[src/rtl/segment_sequencer.sv]
// -----------------------------------------------------------------------------
// segment_sequencer
//
// N-segment double-buffered settings bank plus sample index sequencer. The host
// writes per-segment CYCLE / FREQ_DIV / REP entries into the bank at any time.
// The running segment works from its own active copy of those settings. That
// copy is reloaded only when the sequencer switches segment, so bank writes
// never disturb the waveform currently being played.
//
// Ports
//   clk          system clock
//   rst          asynchronous active-high reset
//   wr_en        write bank entry wr_segment with wr_cycle/wr_freq_div/wr_rep
//   wr_segment   bank entry to write (out-of-range values are ignored)
//   wr_cycle     last index of the segment (entries - 1)
//   wr_freq_div  clocks per index step (0 behaves as 1)
//   wr_rep       loop count - 1; all-ones means repeat forever
//   update       pulse: request a switch to req_segment
//   req_segment  target segment (out-of-range values are ignored)
//   req_mode     0 immediate, 1 at wrap, 2 at sync, 3 behaves as immediate
//   sync         one-cycle pulse from the sync timer
//   idx          current sample index (BRAM read address)
//   segment      active segment
//   stop         finite repeat exhausted, idx held at the last index
//   pending      a switch request is waiting for its trigger
// -----------------------------------------------------------------------------
module segment_sequencer #(
    parameter int NUM_SEGMENTS   = 2,
    parameter int CYCLE_WIDTH    = 16,
    parameter int FREQ_DIV_WIDTH = 32,
    parameter int REP_WIDTH      = 32,
    localparam int SEG_W         = $clog2(NUM_SEGMENTS)
) (
    input  logic                      clk,
    input  logic                      rst,
    input  logic                      wr_en,
    input  logic [SEG_W-1:0]          wr_segment,
    input  logic [CYCLE_WIDTH-1:0]    wr_cycle,
    input  logic [FREQ_DIV_WIDTH-1:0] wr_freq_div,
    input  logic [REP_WIDTH-1:0]      wr_rep,
    input  logic                      update,
    input  logic [SEG_W-1:0]          req_segment,
    input  logic [1:0]                req_mode,
    input  logic                      sync,
    output logic [CYCLE_WIDTH-1:0]    idx,
    output logic [SEG_W-1:0]          segment,
    output logic                      stop,
    output logic                      pending
);

    localparam logic [1:0] MODE_IMMEDIATE = 2'd0;
    localparam logic [1:0] MODE_AT_WRAP   = 2'd1;
    localparam logic [1:0] MODE_AT_SYNC   = 2'd2;

    typedef enum logic {ST_RUN, ST_WAIT} state_t;

    // Settings bank
    logic [CYCLE_WIDTH-1:0]    bank_cycle [NUM_SEGMENTS];
    logic [FREQ_DIV_WIDTH-1:0] bank_div   [NUM_SEGMENTS];
    logic [REP_WIDTH-1:0]      bank_rep   [NUM_SEGMENTS];

    // FSM state and the request it is holding
    state_t     state_q, state_d;
    logic [SEG_W-1:0] pend_seg_q, pend_seg_d;
    logic [1:0] pend_mode_q, pend_mode_d;

    // Sequencer datapath
    logic [CYCLE_WIDTH-1:0]    idx_q, idx_d;
    logic [SEG_W-1:0]          seg_q, seg_d;
    logic                      stop_q, stop_d;
    logic [FREQ_DIV_WIDTH-1:0] div_cnt_q, div_cnt_d;
    logic [REP_WIDTH-1:0]      loop_cnt_q, loop_cnt_d;
    logic [CYCLE_WIDTH-1:0]    act_cycle_q, act_cycle_d;
    logic [FREQ_DIV_WIDTH-1:0] act_div_q, act_div_d;
    logic [REP_WIDTH-1:0]      act_rep_q, act_rep_d;

    // Decoded events
    logic                      wr_ok, upd_ok;
    logic [1:0]                mode_eff;
    logic [FREQ_DIV_WIDTH-1:0] div_last;
    logic                      tick, at_end, wrap, finish;
    logic                      new_imm, new_wait, pend_trig, do_switch;
    logic [SEG_W-1:0]          switch_seg;
    logic                      bypass;

    assign wr_ok    = wr_en  && (int'(wr_segment)  < NUM_SEGMENTS);
    assign upd_ok   = update && (int'(req_segment) < NUM_SEGMENTS);
    assign mode_eff = (req_mode == 2'd3) ? MODE_IMMEDIATE : req_mode;

    // A divider of 0 behaves as 1: terminal count is 0 in both cases.
    assign div_last = (act_div_q == '0) ? '0 : act_div_q - 1'b1;
    assign tick     = !stop_q && (div_cnt_q == div_last);
    assign at_end   = (idx_q == act_cycle_q);
    assign wrap     = tick && at_end;
    // loop_cnt is compared before it increments, so no saturation is needed.
    assign finish   = wrap && !(&act_rep_q) && (loop_cnt_q == act_rep_q);

    // An AT_WRAP request on a stopped segment would never see a wrap, so it
    // is promoted to an immediate switch.
    assign new_imm  = upd_ok && ((mode_eff == MODE_IMMEDIATE) ||
                                 (mode_eff == MODE_AT_WRAP && stop_q));
    assign new_wait = upd_ok && !new_imm;

    // Only a request already held in WAIT can fire; a request arriving in the
    // same cycle as sync or wrap waits for the next one.
    assign pend_trig = (state_q == ST_WAIT) &&
                       (((pend_mode_q == MODE_AT_WRAP) && (wrap || stop_q)) ||
                        ((pend_mode_q == MODE_AT_SYNC) && sync));

    assign do_switch  = new_imm || pend_trig;
    assign switch_seg = new_imm ? req_segment : pend_seg_q;
    assign bypass     = wr_ok && (wr_segment == switch_seg);

    // ---------------------------------------------------------------------
    // FSM: state register
    // ---------------------------------------------------------------------
    // NOTE: sequential blocks use non-blocking (<=) so every register samples
    // the pre-edge values; combinational blocks use blocking (=).
    always_ff @(posedge clk or posedge rst) begin
        if (rst) begin
            state_q     <= ST_RUN;
            pend_seg_q  <= '0;
            pend_mode_q <= MODE_IMMEDIATE;
        end else begin
            state_q     <= state_d;
            pend_seg_q  <= pend_seg_d;
            pend_mode_q <= pend_mode_d;
        end
    end

    // ---------------------------------------------------------------------
    // FSM: next-state logic
    // ---------------------------------------------------------------------
    // NOTE: every output of a combinational block gets a default first, so
    // no path leaves a value unassigned and no latch is inferred.
    always_comb begin
        state_d     = state_q;
        pend_seg_d  = pend_seg_q;
        pend_mode_d = pend_mode_q;
        if (new_imm) begin
            state_d = ST_RUN;                 // overrides any held request
        end else if (new_wait) begin
            state_d     = ST_WAIT;            // replaces the held request
            pend_seg_d  = req_segment;
            pend_mode_d = mode_eff;
        end else if (pend_trig) begin
            state_d = ST_RUN;
        end
    end

    // ---------------------------------------------------------------------
    // FSM: outputs
    // ---------------------------------------------------------------------
    always_comb begin
        idx     = idx_q;
        segment = seg_q;
        stop    = stop_q;
        pending = (state_q == ST_WAIT);
    end

    // ---------------------------------------------------------------------
    // Sequencer datapath
    // ---------------------------------------------------------------------
    always_comb begin
        idx_d       = idx_q;
        seg_d       = seg_q;
        stop_d      = stop_q;
        div_cnt_d   = div_cnt_q;
        loop_cnt_d  = loop_cnt_q;
        act_cycle_d = act_cycle_q;
        act_div_d   = act_div_q;
        act_rep_d   = act_rep_q;

        if (do_switch) begin
            seg_d      = switch_seg;
            idx_d      = '0;
            stop_d     = 1'b0;
            div_cnt_d  = '0;
            loop_cnt_d = '0;
            // A write landing on the target in the switch cycle is taken
            // directly, since the bank itself only updates at this edge.
            if (bypass) begin
                act_cycle_d = wr_cycle;
                act_div_d   = wr_freq_div;
                act_rep_d   = wr_rep;
            end else begin
                act_cycle_d = bank_cycle[switch_seg];
                act_div_d   = bank_div[switch_seg];
                act_rep_d   = bank_rep[switch_seg];
            end
        end else if (!stop_q) begin
            if (tick) begin
                div_cnt_d = '0;
                if (at_end) begin
                    if (finish) begin
                        stop_d = 1'b1;        // idx held at cycle
                    end else begin
                        idx_d      = '0;
                        loop_cnt_d = loop_cnt_q + 1'b1;
                    end
                end else begin
                    idx_d = idx_q + 1'b1;
                end
            end else begin
                div_cnt_d = div_cnt_q + 1'b1;
            end
        end
    end

    always_ff @(posedge clk or posedge rst) begin
        if (rst) begin
            idx_q       <= '0;
            seg_q       <= '0;
            stop_q      <= 1'b0;
            div_cnt_q   <= '0;
            loop_cnt_q  <= '0;
            act_cycle_q <= '0;
            act_div_q   <= '0;
            act_rep_q   <= '1;
        end else begin
            idx_q       <= idx_d;
            seg_q       <= seg_d;
            stop_q      <= stop_d;
            div_cnt_q   <= div_cnt_d;
            loop_cnt_q  <= loop_cnt_d;
            act_cycle_q <= act_cycle_d;
            act_div_q   <= act_div_d;
            act_rep_q   <= act_rep_d;
        end
    end

    // ---------------------------------------------------------------------
    // Settings bank
    // ---------------------------------------------------------------------
    // NOTE: the bank must come out of reset with defined defaults, so it is
    // built from resettable flops rather than a RAM that cannot be cleared.
    always_ff @(posedge clk or posedge rst) begin
        if (rst) begin
            for (int i = 0; i < NUM_SEGMENTS; i++) begin
                bank_cycle[i] <= '0;
                bank_div[i]   <= '0;
                bank_rep[i]   <= '1;
            end
        end else if (wr_ok) begin
            bank_cycle[wr_segment] <= wr_cycle;
            bank_div[wr_segment]   <= wr_freq_div;
            bank_rep[wr_segment]   <= wr_rep;
        end
    end

endmodule

[config.mk]
export PLATFORM = sky130hd
export DESIGN_NAME = segment_sequencer
export DESIGN_NICKNAME = d
export VERILOG_FILES = /design/src/rtl/segment_sequencer.sv
export SDC_FILE = /design/constraint.sdc
export NUM_CORES = 1
export LEC_CHECK = 0
export ABC_CLOCK_PERIOD_IN_PS = 16149
export CAP_MARGIN = 20
export CORE_MARGIN = 10
export CORE_UTILIZATION = 55
export DETAILED_ROUTE_END_ITERATION = 8
export HOLD_SLACK_MARGIN = 0.05
export PLACE_DENSITY = 0.78
export REMOVE_ABC_BUFFERS = 1
export SYNTH_ARGS = -nofsm -noshare
export SYNTH_HDL_FRONTEND = slang
export SYNTH_SLANG_ARGS = --single-unit
[constraint.sdc]
create_clock -name clk -period 16.15 [get_ports clk]
set_input_delay 4.845 -clock clk [delete_from_list [all_inputs] [get_ports clk]]
set_output_delay 4.845 -clock clk [all_outputs]
set_load 0.1 [all_outputs]
==> reports/qor.txt <==
Slew headroom: 0.299
Synth area leaders: dfrtp_1, dfstp_2, mux2_2
Worst path cell trace: clkdlybuf4s50_1, inv_1, ha_1, a21oi_1, nand2b_1, mux2i_4, xor2_1, nand2_4, buf_4, o21ai_0, o21ai_1
Postcts setup bufs: 0
Slew @ Worst Pin: 1.05 ns
Power density cells: 128 nW/um^2
Grt total ovfl: 0
Syn_area_per_cell: 10.1 sq um
Worst hold path type: register to register
Yosys top cell area share: 0.337
Cts hold-fix bufs: 0
Total wire length: 41600 um
Post-CTS Resized: 0
Post-Synthesis Cells: 1698
Global-route wire length before repair: 69100 um
Vias in the first global route: 13.3k
Die height: 196 um
Worst-path fanout max: 98
Final net count: 1850
Register area share after synthesis: 0.484
Final setup viols: 0
Post-synth ARST share: 1.00
FF+latch count, synth: 326
DR pass1 iterations: 7
Synth unique cells: 68
Mapped cell area: 17100 sq um
Clock root cell: clkbuf_16
CP peak stage delay: 0.67 ns
Max-Cap Viols: 0
Crit path max-delay family: buffers and inverters
Hold Crit Start: act_rep_q[2]
Dpl hpwl: 27800 um
Setup CP Type: input pin to register
Share of layout cells above drive strength 1: 0.201
Initial Util: 0.558
Setup ws final: 7.66 ns
DR DRC count: 0
GRT Total Usage: 0.214
Post-Route Setup TNS: 0 ns
Slew Viols, Final: 0
I/O Buffers: 107
Largest net degree at the start of global routing: 136
Peak VDD IR: 0.0740 mV
Die area: 38500 sq um
CP startpoint kind: input pin
Cell taking the most area after synthesis: dfrtp_1
Outcome: completed
Worst hold margin: 0.481 ns
Worst path required time: 16.51 ns
Total number of vias: 13.2k
Final Hold Vio Count: 0
Layout Utilization: 0.640
Die Wd: 196 um
RSZ-0062 raised after global routing: no
Worst Setup SP: req_mode[0]
Routed WL per cell: 19.1 um
DRT iter0 DRCs: 1190
Fin crit period: 8.49 ns
Post-DRT Antenna Nets: 0
Clock sink total: 326
Core box area: 30700 sq um
Initial antenna violation count: 2
Power Total: 2.51 mW
Clock buffer count from CTS: 36
Gpl congestion: 0.907
Clk buf depth: 3
Setup crit end kind: register
Worst-path clk slew: 0.06 ns
CTS tree: done
Num ports: 108
Worst reg2reg path startpoint: act_div_q[24]
Worst skew pair latency: 0.53 ns
Std cell rows: 64
Crit path buf inv count: 3
Critical path's slowest cell: nand2_4
Dpl ws: 7.20 ns
Final cycle utilization of the critical path: 0.526
Area grow syn2layout: 14.8%
Critical Path AT: 8.86 ns
Yosys warns: 0
Clock H-tree levels: 2
Leakage: 8.02 nW
Vias per cell: 6.05
Maximum clock frequency: 118 MHz
Skew final: 0.0203 ns
Ys flop type: dfrtp_1
Post-synth EDFFs: 0
-- stage by stage --
step,cells,cell area (sq um)
2_1_floorplan,1594,16700
3_3_place_gp,2112,18500
3_5_place_dp,2112,18500
4_1_cts,2177,19600
5_1_grt,2178,19600
6_report,2179,19600
-- logic make-up (layout without fill, tap and decap cells) --
family / Yosys count / after routing / share of synthesized area
flip-flops: 326 / 326 / 0.484
buffers and inverters: 127 / 210 / 0.0282
AND/OR/NAND/NOR: 529 / 529 / 0.158
XOR/XNOR: 84 / 84 / 0.0430
AO/OA/AOI/OAI: 375 / 375 / 0.123
adder cells (fa/ha/maj): 7 / 7 / 0.00512
other: 0 / 2 / 0
multiplexers: 250 / 250 / 0.158
-- worst paths after layout --
check / slack (ns) / depth (start not counted) / to
max: 7.66 / 11 / act_div_q[30]
min: 0.48 / 2 / act_rep_q[2]
max reg2reg: 10.75 / 12 / loop_cnt_q[26]
min reg2reg: 0.48 / 2 / act_rep_q[2]
max in group asynchronous: 9.77 / 3 / loop_cnt_q[20]
min in group asynchronous: 4.92 / 2 / act_div_q[19]
-- layout make-up --
| class | count | area (sq um) |
|---|---|---|
| Antenna cell | 2 | 5.00 |
| Clock buffer | 53 | 1090 |
| Clock inverter | 12 | 73.8 |
| Fill cell | 2431 | 11000 |
| Inverter | 23 | 93.8 |
| Multi-Input combinational cell | 1245 | 8420 |
| Sequential cell | 326 | 8280 |
| Tap cell | 396 | 495 |
| Timing Repair Buffer | 122 | 1180 |
-- routing by layer --
layer	global-route usage	up-vias	share of wire
li1	-	6256	-
met4	0.0605	0	0.024
met2	0.348	330	0.47
met3	0.0368	76	0.052
met1	0.290	6527	0.45
met5	0	-	0
-- synth_stat cells (5+ instances only) --
cell,count
nor2_1,40
nand2b_1,14
dfrtp_1,230
dfstp_2,96
o21ai_1,82
mux2i_1,86
nand2_1,230
inv_1,23
buf_1,10
a21oi_1,78
mux2_2,164
o21ai_0,129
or4_1,22
nor3_1,26
and3_1,23
or2_2,5
xor2_1,21
nand3_1,47
nor2b_1,6
xnor2_1,63
or3_1,31
o31ai_1,16
nor4_1,15
clkbuf_1,90
ha_1,7
nand4_1,40
a31oi_1,23
-- tightest hold or removal path: stages (launching register included) --
cell	delay, ns
dfstp_2	0.38
nand2_1	0.05
o21ai_1	0.05
-- state kept, by name (all words and copies together), names as in the netlist --
name         flops
act_cycle_q     16
act_div_q       32
act_rep_q       32
bank_cycle      32
bank_div        64
bank_rep        64
div_cnt_q       32
idx             16
loop_cnt_q      32
pend_mode_q      2
pend_seg_q       1
pending          1
segment          1
stop             1
-- placed cells by master (no fill, tap or decap), types with 4 or more instances in the layout --
| master | Yosys | final |
|---|---|---|
| xor2_1 | 21 | 21 |
| and3_1 | 23 | 23 |
| inv_1 | 23 | 22 |
| ha_1 | 7 | 7 |
| nor4_1 | 15 | 14 |
| clkbuf_16 | 0 | 38 |
| and4_1 | 4 | 4 |
| clkinv_2 | 0 | 10 |
| nor2_1 | 40 | 40 |
| mux2i_1 | 86 | 85 |
| a31oi_1 | 23 | 22 |
| nand4_1 | 40 | 40 |
| a21oi_1 | 78 | 78 |
| nand2b_1 | 14 | 13 |
| dfrtp_1 | 230 | 230 |
| o21ai_0 | 129 | 129 |
| o21ai_1 | 82 | 81 |
| or3_1 | 31 | 31 |
| nor4_4 | 4 | 4 |
| o31ai_1 | 16 | 16 |
| nand2_1 | 230 | 228 |
| clkdlybuf4s50_1 | 0 | 107 |
| o211ai_1 | 4 | 4 |
| a41oi_1 | 4 | 4 |
| or2_2 | 5 | 5 |
| nand3_1 | 47 | 47 |
| nor2b_1 | 6 | 6 |
| nor3_1 | 26 | 25 |
| buf_4 | 0 | 15 |
| mux2_2 | 164 | 164 |
| dfstp_2 | 96 | 96 |
| xnor2_1 | 63 | 63 |
| clkbuf_8 | 0 | 8 |
| and2_1 | 4 | 4 |
| or4_1 | 22 | 22 |
| clkbuf_1 | 90 | 7 |
-- power by group --
group / total, mW / leakage [nW] / internal, mW / switching [mW]
clock network: 0.798 / 0.580 / 0.468 / 0.330
logic: 0.570 / 3.53 / 0.262 / 0.308
registers: 1.14 / 3.91 / 0.992 / 0.146
Note: power is estimated with default switching activity, not from simulation.
